$ cat config.mk
export PLATFORM = sky130hd
export DESIGN_NAME = product_bcd_converter
export DESIGN_NICKNAME = d
export VERILOG_FILES = /design/src/rtl/product_bcd_converter_pkg.sv /design/src/rtl/bcd_add3.sv /design/src/rtl/product_bcd_converter.sv
export SDC_FILE = /design/constraint.sdc
export NUM_CORES = 1
export LEC_CHECK = 0
export CAP_MARGIN = 20
export CORE_MARGIN = 4
export CORE_UTILIZATION = 35
export CTS_BUF_LIST = sky130_fd_sc_hd__clkbuf_4 sky130_fd_sc_hd__clkbuf_8 sky130_fd_sc_hd__clkbuf_16
export DETAILED_ROUTE_END_ITERATION = 8
export SYNTH_ARGS = -nofsm -noshare
export SYNTH_HDL_FRONTEND = slang
export SYNTH_HIERARCHICAL = 1
export SYNTH_SLANG_ARGS = --single-unit
$ cat constraint.sdc
create_clock -name clk -period 2.59 [get_ports clk]
set_input_delay 0.777 -clock clk [delete_from_list [all_inputs] [get_ports clk]]
set_output_delay 0.777 -clock clk [all_outputs]
set_load 0.01 [all_outputs]
$ cat src/rtl/product_bcd_converter_pkg.sv
// Shared constants and FSM encoding for the product-to-BCD converter.
package product_bcd_converter_pkg;

  localparam int PROD_W = 8;           // binary product width (4x4 multiply)
  localparam int DIGITS = 3;           // hundreds, tens, ones
  localparam int ITER   = 8;           // one double-dabble iteration per product bit
  localparam int BCD_W  = 4 * DIGITS;  // packed digit width
  localparam int CNT_W  = 4;           // iteration counter, holds 0..8 without wrapping

  typedef enum logic [1:0] {
    IDLE  = 2'd0,
    ADD3  = 2'd1,
    SHIFT = 2'd2,
    DONE  = 2'd3
  } state_e;

endpackage

$ cat src/rtl/bcd_add3.sv
// Double-dabble digit correction: add 3 to a BCD digit that is 5 or more so
// the following left shift carries correctly into the next decimal digit.
module bcd_add3 (
  input  logic [3:0] digit_i,
  output logic [3:0] digit_o
);

  // Combinational add-3-if->=5 correction.
  always_comb begin
    digit_o = digit_i;
    if (digit_i >= 4'd5) begin
      digit_o = digit_i + 4'd3;
    end
  end

endmodule

$ cat src/rtl/product_bcd_converter.sv
// Sequential double-dabble converter: turns an 8-bit unsigned product into
// three BCD digits in 8 ADD3/SHIFT iterations.
//
// Handshake: st is a start strobe sampled only while busy=0 (IDLE); it is
// normally wired straight to the multiplier's done, with product_i wired to
// the multiplier's product_o. product_i is captured on the accepting edge and
// ignored afterwards. busy is high from the cycle after acceptance until the
// DONE cycle inclusive; done pulses for exactly that DONE cycle, in which
// bcd_o already holds the new result. bcd_o holds its value until the next
// DONE (or reset).
module product_bcd_converter
  import product_bcd_converter_pkg::*;
(
  input  logic              clk,
  input  logic              rst,
  input  logic [PROD_W-1:0] product_i,
  input  logic              st,
  output logic [BCD_W-1:0]  bcd_o,
  output logic              busy,
  output logic              done,
  output state_e            dbg_state_o
);

  state_e             state_q, state_d;
  logic [PROD_W-1:0]  bin_q, bin_d;
  logic [BCD_W-1:0]   scr_q, scr_d;
  logic [CNT_W-1:0]   cnt_q, cnt_d;
  logic [BCD_W-1:0]   bcd_q, bcd_d;
  logic [BCD_W-1:0]   scr_adj;

  // One add-3 corrector per decimal digit of the scratch register.
  for (genvar g = 0; g < DIGITS; g++) begin : g_add3
    bcd_add3 u_add3 (
      .digit_i (scr_q[4*g +: 4]),
      .digit_o (scr_adj[4*g +: 4])
    );
  end

  // Next-state and datapath: defaults hold every register first.
  always_comb begin
    state_d = state_q;
    bin_d   = bin_q;
    scr_d   = scr_q;
    cnt_d   = cnt_q;
    bcd_d   = bcd_q;
    case (state_q)
      IDLE: begin
        if (st) begin
          bin_d   = product_i;
          scr_d   = '0;
          cnt_d   = '0;
          state_d = ADD3;
        end
      end
      ADD3: begin
        scr_d   = scr_adj;
        state_d = SHIFT;
      end
      SHIFT: begin
        // Scratch and binary shift together as one register.
        {scr_d, bin_d} = {scr_q, bin_q} << 1;
        cnt_d = cnt_q + 4'd1;
        if (cnt_d == CNT_W'(ITER)) begin
          // Result is loaded on entry to DONE so it is valid while done is high.
          bcd_d   = scr_d;
          state_d = DONE;
        end else begin
          state_d = ADD3;
        end
      end
      DONE: begin
        state_d = IDLE;
      end
      default: begin
        state_d = IDLE;
      end
    endcase
  end

  // State and datapath registers with synchronous reset.
  always_ff @(posedge clk) begin
    if (rst) begin
      state_q <= IDLE;
      bin_q   <= '0;
      scr_q   <= '0;
      cnt_q   <= '0;
      bcd_q   <= '0;
    end else begin
      state_q <= state_d;
      bin_q   <= bin_d;
      scr_q   <= scr_d;
      cnt_q   <= cnt_d;
      bcd_q   <= bcd_d;
    end
  end

  // Status outputs decode directly from the state register.
  always_comb begin
    busy = (state_q != IDLE);
    done = (state_q == DONE);
  end

  assign bcd_o       = bcd_q;
  assign dbg_state_o = state_q;

endmodule

Word-level counts from Yosys, hierarchy flattened. Cells that the tools add are included.

Flip-flop bits (word level): 38. Input bits: 11. Output and inout bits: 16. Logic and storage cells: 43.

Add/sub/neg operators: 4. Order comparisons: 3. Equal/unequal tests: 8. Muxes and demuxes: 12. Reductions and logical operators: 9.

Operators with widths (number): 12-bit case mux with 3 select lines (1); 4-bit 2-to-1 mux (4); 8-bit case mux with 2 select lines (1); 4-bit by 2-bit adder with 4-bit output (second input constant) (3); 4-bit by 3-bit greater-or-equal comparator with 1-bit output (second input constant) (3); 12-bit 2-to-1 mux (1); 3-bit AND reduction (3); 8-bit 2-to-1 mux (1); 2-bit case mux with 4 select lines (1); 4-bit case mux with 2 select lines (1); 2-bit by 1-bit != test with 1-bit output (second input constant) (3); 4-bit by 1-bit adder with 4-bit output (second input constant) (1); 2-bit == test (second input constant) (2); 4-bit == test (second input constant) (1); 2-bit 2-to-1 mux (2); 2-bit AND reduction (2); 2-bit nonzero test (2); 3-bit nonzero test (1); 2-bit by 1-bit == test with 1-bit output (second input constant) (1); 2-bit logical NOT (1); 2-bit != test (second input constant) (1).

Logic depth before layout (Yosys ltp). Gate-level depths: netlist of the first run.

Depth after elaboration: 4. Mapped depth: 8. Gate-level depth less buffers: 8.

By module. The synthesis of the first run kept the hierarchy.

Modules (own cells, without submodules): product_bcd_converter (times used 1, cells an instance 200, area each 1843.0 um2, sequential area each 760.7 um2); bcd_add3 (times used 3, cells an instance 16, area each 101.3 um2, sequential area each 0.0 um2).

Worst setup path before layout of the first run. No wires, ideal clock.

Path kind: register to output. Start point: register state_q[0], in the netlist dbg_state_o[0]. End point: output busy. Arrival: 0.882 ns. Data required time: 1.813 ns. Path slack: 0.931 ns. Cell stages (with the launch flop): 4. Path buffers: 0. Path through: dfxtp_1 -> inv_1 -> ha_1 -> inv_1.

Cells in the longest elaborated chain, start to end: 1.

RTL lines: start, declared (RTL line product_bcd_converter.sv:24) `state_e state_q, state_d;`; start signal, assigned (RTL line product_bcd_converter.sv:89) `state_q <= state_d;`; 2-bit nonzero test (RTL line product_bcd_converter.sv:99) `busy = (state_q != IDLE);`; end, declared (RTL line product_bcd_converter.sv:19) `output logic busy,`.

No other way between the ends.

Worst setup path after layout of the first run. Ends and elaborated chain as after synthesis.

==> metrics.cfg, run 1 <==
[timing]
skew_ns = 0.00169
tightest_slew_ns = 0.602
setup_violations = 0
tns_ns = 0
period_share_pct = 94.8
period_minus_slack_ns = 2.45
drv_slew = 0
max_freq_mhz = 407
hold_viol = 0
slew_headroom_pct = 59.4
rsz0062_at_grt = false

[cts]
cts_tree = yes
h-tree-depth = 2
insertion_delay_ns = 0.29
cts_root_buf = clkbuf_8
cts_setup_buffers = 0
hold_buffers = 0
cts_sinks = 38
cts_inserted_buffers = 5
cts_max_path_buffers = 2
clk_pin_slew_worst_paths_ns = 0.07
cts-resized-gates = 0

[critical_path]
critical_path_class = flip-flop to output port
r2r-end = bcd_o[3]$_SDFFE_PP0P_
cp_max_fo = 6
critPathMaxStageDelay_ns = 0.53
crit_path_cell_trace = inv_1 > ha_1 > inv_1 > clkdlybuf4s50_1
worstPathArrival_ns = 1.68
critPathCaptureType = output port
worst-r2r-setup-slack_ns = 0.80
reg2reg_from = dbg_state_o[0]$_SDFFE_PP0P_
cpMostUsedCell = inv_1
start_kind = flip-flop
cp_slowest_cell = clkdlybuf4s50_1
required_ns = 1.81
reg2reg_depth = 5

[final_layout]
seqCellArea_sq_um = 761
nets = 294
final_area_sq_um = 2550
nFillCells = 596
layout-area-overhead-vs-synth_pct = 18.9
fin_util_pct = 43.1
layout-drive-gt1-share_pct = 7.01
final_cells = 346
multi_input_area_sq_um = 1270
n_antenna_cell = 0

[detailed_routing]
antenna_left = 0
vias = 1718
viasPerCell = 4.97
firstDrtPassIters = 4
drt_iter0_drc = 91
routed_wl_um = 4370
wl_per_cell_um = 12.6
drc = 0

[floorplan]
ios = 27
core-area_sq_um = 5920
die_h_um = 86.3
fp.dieW_um = 86.3
dieArea_sq_um = 7450
start_util_pct = 36.3
rows = 28

[hold_path]
hp-start = bin_q[0]$_SDFFE_PP0P_
worstHoldPathCells = 2
worstHoldEndpoint = bin_q[0]$_SDFFE_PP0P_
hold_path.class = flip-flop to flip-flop

[pwr]
total_power_mw = 1.48
ir_drop_mv = 0.370
p_leak_nw = 0.905
powerDensity_nw_per_um2 = 578

[global_route]
grt_use_total_pct = 12.0
grt_antenna_before_repair = 0
grt_pass1_wl_um = 7330
grt_pass1_vias = 1551
grt_max_degree = 51
gr-total-overflow = 0

[placement]
dp_cells = 338
gp_congestion = 0.764
port_buffers = 26
hpwl_um = 2870
place_area_sq_um = 2460

[synthesis]
syn-cell-area_sq_um = 2150
avgSynthCellArea_sq_um = 8.66
ys_ff_latch = 38
ys_seq_area_share_pct = 35.4
ys_types = 31
synth_nets = 272
synth_cells = 248
yosys_warnings = 6

[status]
status = completed

[run]
drv_cap = 0

-- sequential cells by signal (all words and copies together) (netlist names) --
| signal | flops |
|---|---|
| bin_q | 8 |
| cnt_q | 4 |
| scr_q | 12 |
| dbg_state_o | 2 |
| bcd_o | 12 |
-- routing by layer --
layer | up-vias | part of all wire (%) | GRT usage (%)
li1 | 892 | - | -
met1 | 772 | 51 | 16.9
met2 | 48 | 43 | 18.2
met3 | 6 | 5.5 | 2.95
met4 | 0 | 1.2 | 3.82
met5 | - | 0 | 0
-- kinds of logic (layout without fill, tap and decap cells) --
group	after synthesis	in the layout	synth area share, %
buffers and inverters	24	47	5.59
xor gates and xnor gates	5	5	2.39
muxes	22	22	10.3
DFF	38	38	35.4
and+or+nand+nor	96	96	23.2
adders and majority gates	13	13	7.58
AOI/OAI and AO/OA	50	50	15.6
-- worst max-delay path: cells and delay by family (launching register included) --
| kind | cells | cell delay (ns) |
|---|---|---|
| adders and majority gates | 1 | 0.28 |
| DFF | 1 | 0.40 |
| buffers and inverters | 3 | 0.71 |
-- worst max path at each step --
| stage | startpoint | endpoint | slack, ns | cells past startpoint |
|---|---|---|---|---|
| finish | dbg_state_o[0]$_SDFFE_PP0P_ | busy | 0.14 | 4 |
| global route | dbg_state_o[1]$_SDFFE_PP0P_ | busy | 0.02 | 4 |
| CTS | dbg_state_o[0]$_SDFFE_PP0P_ | busy | 0.12 | 4 |
| detailed placement | st | bin_q[2]$_SDFFE_PP0P_ | 0.42 | 5 |
| global placement | st | bin_q[2]$_SDFFE_PP0P_ | 0.41 | 5 |
| floorplan | dbg_state_o[0]$_SDFFE_PP0P_ | busy | 0.93 | 3 |
-- area by class of cell --
type                       instances  share of cell area, %
sequential                        38                   29.8
multi-input combinational        186                   49.6
clock inverter                     1                  0.196
clock buffer                       7                   3.53
tap                               75                   3.68
timing repair buffer              30                   11.9
inverter                           9                   1.32
-- layout by cell type, fill, tap and decap left out, types with 3 or more instances in the layout --
master,synthesis,final
a22o_1,12,12
nor2_1,14,14
a211oi_1,8,8
nand2_1,28,28
xnor2_1,4,4
o21ai_1,3,3
a21oi_2,3,3
clkbuf_8,0,6
nand2b_1,32,32
dfxtp_1,38,38
mux2i_1,22,22
o21ai_0,5,5
ha_1,13,13
inv_1,9,9
nand3_1,13,13
buf_4,0,3
clkdlybuf4s50_1,0,26
a21oi_1,17,17
-- power breakdown --
group	switching, mW	internal [mW]	total, mW	leakage, nW
logic	0.238	0.144	0.381	0.545
clock network	0.210	0.225	0.435	0.0517
registers	0.0310	0.628	0.659	0.308
total	0.478	0.997	1.48	0.905
-- through the flow --
step / setup slack, ns / hold WS [ns]
after global placement: 0.412 / 0.453
after floorplan: 0.931 / 0.436
final: 0.135 / 0.460
after global routing: 0.0192 / 0.494
after detailed placement: 0.423 / 0.453
after CTS: 0.115 / 0.465
-- synthesized netlist by cell type, drive strengths merged --
cell / count / share of area (%)
nand2b: 32 / 9.3
nor3b: 1 / 0.35
ha: 13 / 7.6
a22o: 12 / 4.9
a211oi: 8 / 2.8
o21ai: 8 / 1.9
nand3: 14 / 3.5
dfxtp: 38 / 35
o31a: 1 / 0.41
mux2i: 22 / 10
nor3: 1 / 0.23
nand2: 28 / 4.9
and2b: 1 / 0.47
and4: 1 / 0.41
nor2b: 1 / 0.29
nand3b: 1 / 0.35
clkbuf: 8 / 1.4
xnor2: 5 / 2.4
nor2: 15 / 3.0
a32oi: 1 / 0.41
nand4b: 1 / 0.41
buf: 7 / 2.6
inv: 9 / 1.6
a21oi: 20 / 5.2
(Power assumes the default switching activity.)
==> run 2: changes to the inputs <==
==> constraint.sdc (replaced) <==
create_clock -name clk -period 2.59 [get_ports clk]
set_input_delay 0.518 -clock clk [delete_from_list [all_inputs] [get_ports clk]]
set_output_delay 0.518 -clock clk [all_outputs]
set_load 0.01 [all_outputs]
==> run 2 against run 1 <==
Register-to-register slack about the same. Count of clock-buffer cells in the layout down 1. Global-route usage up 0.80 points. Combinational power about the same. Final area up 0.39%. First-iteration DRC count up 1.1%. Largest cell class unchanged.
==> metrics.cfg, run 2 (synthesis results as in run 1) <==
[status]
status = completed

[cts]
insertion_delay_ns = 0.30  ; about the same
cts_tree = yes
cts_root_buf = clkbuf_8
cts_sinks = 38  ; unchanged
hold_buffers = 0  ; unchanged
clk_pin_slew_worst_paths_ns = 0.07  ; about the same
cts_max_path_buffers = 2  ; unchanged
cts-resized-gates = 0  ; unchanged
h-tree-depth = 2  ; unchanged
cts_inserted_buffers = 5  ; unchanged
cts_setup_buffers = 0  ; unchanged

[pwr]
p_sw_share_pct = 32.7  ; +0.27 points
p_seq_share_pct = 44.9  ; +0.2 points
powerDensity_nw_per_um2 = 573  ; -0.83%
p_leak_nw = 0.911  ; +0.65%
p_comb_share_pct = 25.9  ; about the same
intPower_uw = 989  ; -0.83%
clkPwrFrac_pct = 29.2  ; -0.3 points
switching_power_uw = 480  ; +0.38%
ir_drop_mv = 0.394  ; +6.3%

[detailed_routing]
drc = 0  ; unchanged
viasPerCell = 4.84  ; -2.5%
vias = 1690  ; -1.6%
antenna_left = 0  ; unchanged
routed_wl_um = 4280  ; -2.1%
wl_per_cell_um = 12.3  ; -2.9%
firstDrtPassIters = 4  ; unchanged
drt_iter0_drc = 92  ; +1.1%

[critical_path]
worst-r2r-setup-slack_ns = 0.79  ; about the same
start_kind = flip-flop
critical_path_class = flip-flop to output port
critPathMaxStageDelay_ns = 0.53  ; about the same
worstPathArrival_ns = 1.70  ; +0.02 ns
cp_slowest_cell = clkdlybuf4s50_1
critPathCaptureType = output port
cp_max_fo = 6  ; unchanged
path_buf_inv = 3  ; unchanged
worst_path_dominant_cell_family = buffers and inverters
required_ns = 2.07  ; +0.26 ns
cpMostUsedCell = inv_1
r2r-end = bin_q[0]$_SDFFE_PP0P_
crit_path_cell_trace = inv_1 > ha_1 > inv_1 > clkdlybuf4s50_1
reg2reg_from = dbg_state_o[0]$_SDFFE_PP0P_
reg2reg_depth = 5  ; unchanged

[final_layout]
layout-area-overhead-vs-synth_pct = 19.3
final_cell_mix = 38 x dfxtp_1, 32 x nand2b_1, 28 x nand2_1
nFillCells = 597  ; +0.17%
n_antenna_cell = 0  ; unchanged
layout_commonest_cell = dfxtp_1
layout-drive-gt1-share_pct = 8.03  ; +1.0 points
nets = 297  ; +1.0%

[timing]
hold_ws_ns = 0.462  ; +0.00202 ns
max_freq_mhz = 451  ; +11%
hold_viol = 0  ; unchanged
setup_violations = 0  ; unchanged
slew_headroom_pct = 59.8  ; +0.39 points
skew_ns = 0.00771  ; +0.00601 ns
tns_ns = 0  ; unchanged
drv_slew = 0  ; unchanged
rsz0062_at_grt = false
period_minus_slack_ns = 2.22  ; -0.239 ns
tightest_slew_ns = 0.596  ; -0.00577 ns
period_share_pct = 85.5  ; -9.2 points

[hold_path]
worstHoldEndpoint = bin_q[0]$_SDFFE_PP0P_
worstHoldPathCells = 2  ; unchanged
hp-start = bin_q[0]$_SDFFE_PP0P_
hold_path.class = flip-flop to flip-flop

[global_route]
grt_pass1_vias = 1705  ; +9.9%
gr-total-overflow = 0  ; unchanged
grt_pass1_wl_um = 7630  ; +4.1%
grt_use_total_pct = 12.8  ; +0.80 points
grt_max_degree = 16  ; -69%
grt_antenna_before_repair = 0  ; unchanged

[run]
drv_cap = 0  ; unchanged

[placement]
port_buffers = 26  ; unchanged
gp_congestion = 0.731  ; -4.3%
hpwl_um = 2990  ; +4.2%

[floorplan]
rows = 28  ; unchanged
fp.dieW_um = 86.3  ; unchanged
start_util_pct = 36.3  ; unchanged
dieArea_sq_um = 7450  ; unchanged
ios = 27  ; unchanged
core-area_sq_um = 5920  ; unchanged
die_h_um = 86.3  ; unchanged

[run 2: worst reg2reg max path, cell delays in order (launching register included)]
cell and delay [ns]:
dfxtp_1 0.41, inv_1 0.12, ha_1 0.39, o21ai_0 0.56, nand2_1 0.11, a21oi_1 0.15
[run 2: worst max path at each step]
stage / from / endpoint / cells past startpoint
floorplan: dbg_state_o[0]$_SDFFE_PP0P_ / bin_q[3]$_SDFFE_PP0P_ / 7
global placement: st / bin_q[2]$_SDFFE_PP0P_ / 5
detailed placement: st / bin_q[3]$_SDFFE_PP0P_ / 5
CTS: dbg_state_o[0]$_SDFFE_PP0P_ / busy / 4
global route: dbg_state_o[0]$_SDFFE_PP0P_ / busy / 4
finish: dbg_state_o[0]$_SDFFE_PP0P_ / busy / 4
[run 2: area by class of cell]
cell class / count / area [sq um] / area share (%)
Sequential cell: 38 / 761 / 29.7
Clock inverter: 2 / 12.5 / 0.488
Clock buffer: 6 / 82.6 / 3.22
Tap cell: 75 / 93.8 / 3.66
Timing Repair Buffer: 33 / 313 / 12.2
Multi-Input combinational cell: 186 / 1270 / 49.4
Inverter: 9 / 33.8 / 1.32
[run 2: per-layer routing]
| metal | global-route usage (%) | wire, um |
|---|---|---|
| met5 | 0 | 0 |
| met4 | 6.66 | 80 |
| met3 | 3.42 | 211 |
| met2 | 19.6 | 1890 |
| met1 | 16.6 | 2100 |
[run 2: through the flow]
| step | std cells | instance area (sq um) | setup slack, ns | power (mW) | utilization (%) |
|---|---|---|---|---|---|
| after floorplan | 248 | 2150 | 0.968 | 0.935 | - |
| after global placement | 341 | 2470 | 0.682 | 1.05 | 41.7 |
| after detailed placement | 341 | 2470 | 0.678 | 1.06 | 41.7 |
| after CTS | 349 | 2560 | 0.345 | 1.49 | 43.3 |
| after global routing | 349 | 2560 | 0.219 | 1.58 | 43.3 |
| final | 349 | 2560 | 0.374 | 1.47 | 43.3 |
[run 2: power groups by stage]
stage	Clock (mW)	Sequential, mW	Combinational (mW)
after detailed placement	0	0.675	0.382
after floorplan	0	0.669	0.266
after global placement	0	0.673	0.381
after CTS	0.446	0.661	0.385
final	0.429	0.660	0.380
after global routing	0.476	0.668	0.432
==> run 3: changes to the inputs <==
Settings changed: CTS_CLUSTER_SIZE set to 24, SETUP_SLACK_MARGIN set to 0.05.
==> results of run 3 <==
No change in the layout: final DEF, timing and power equal those of run 2.
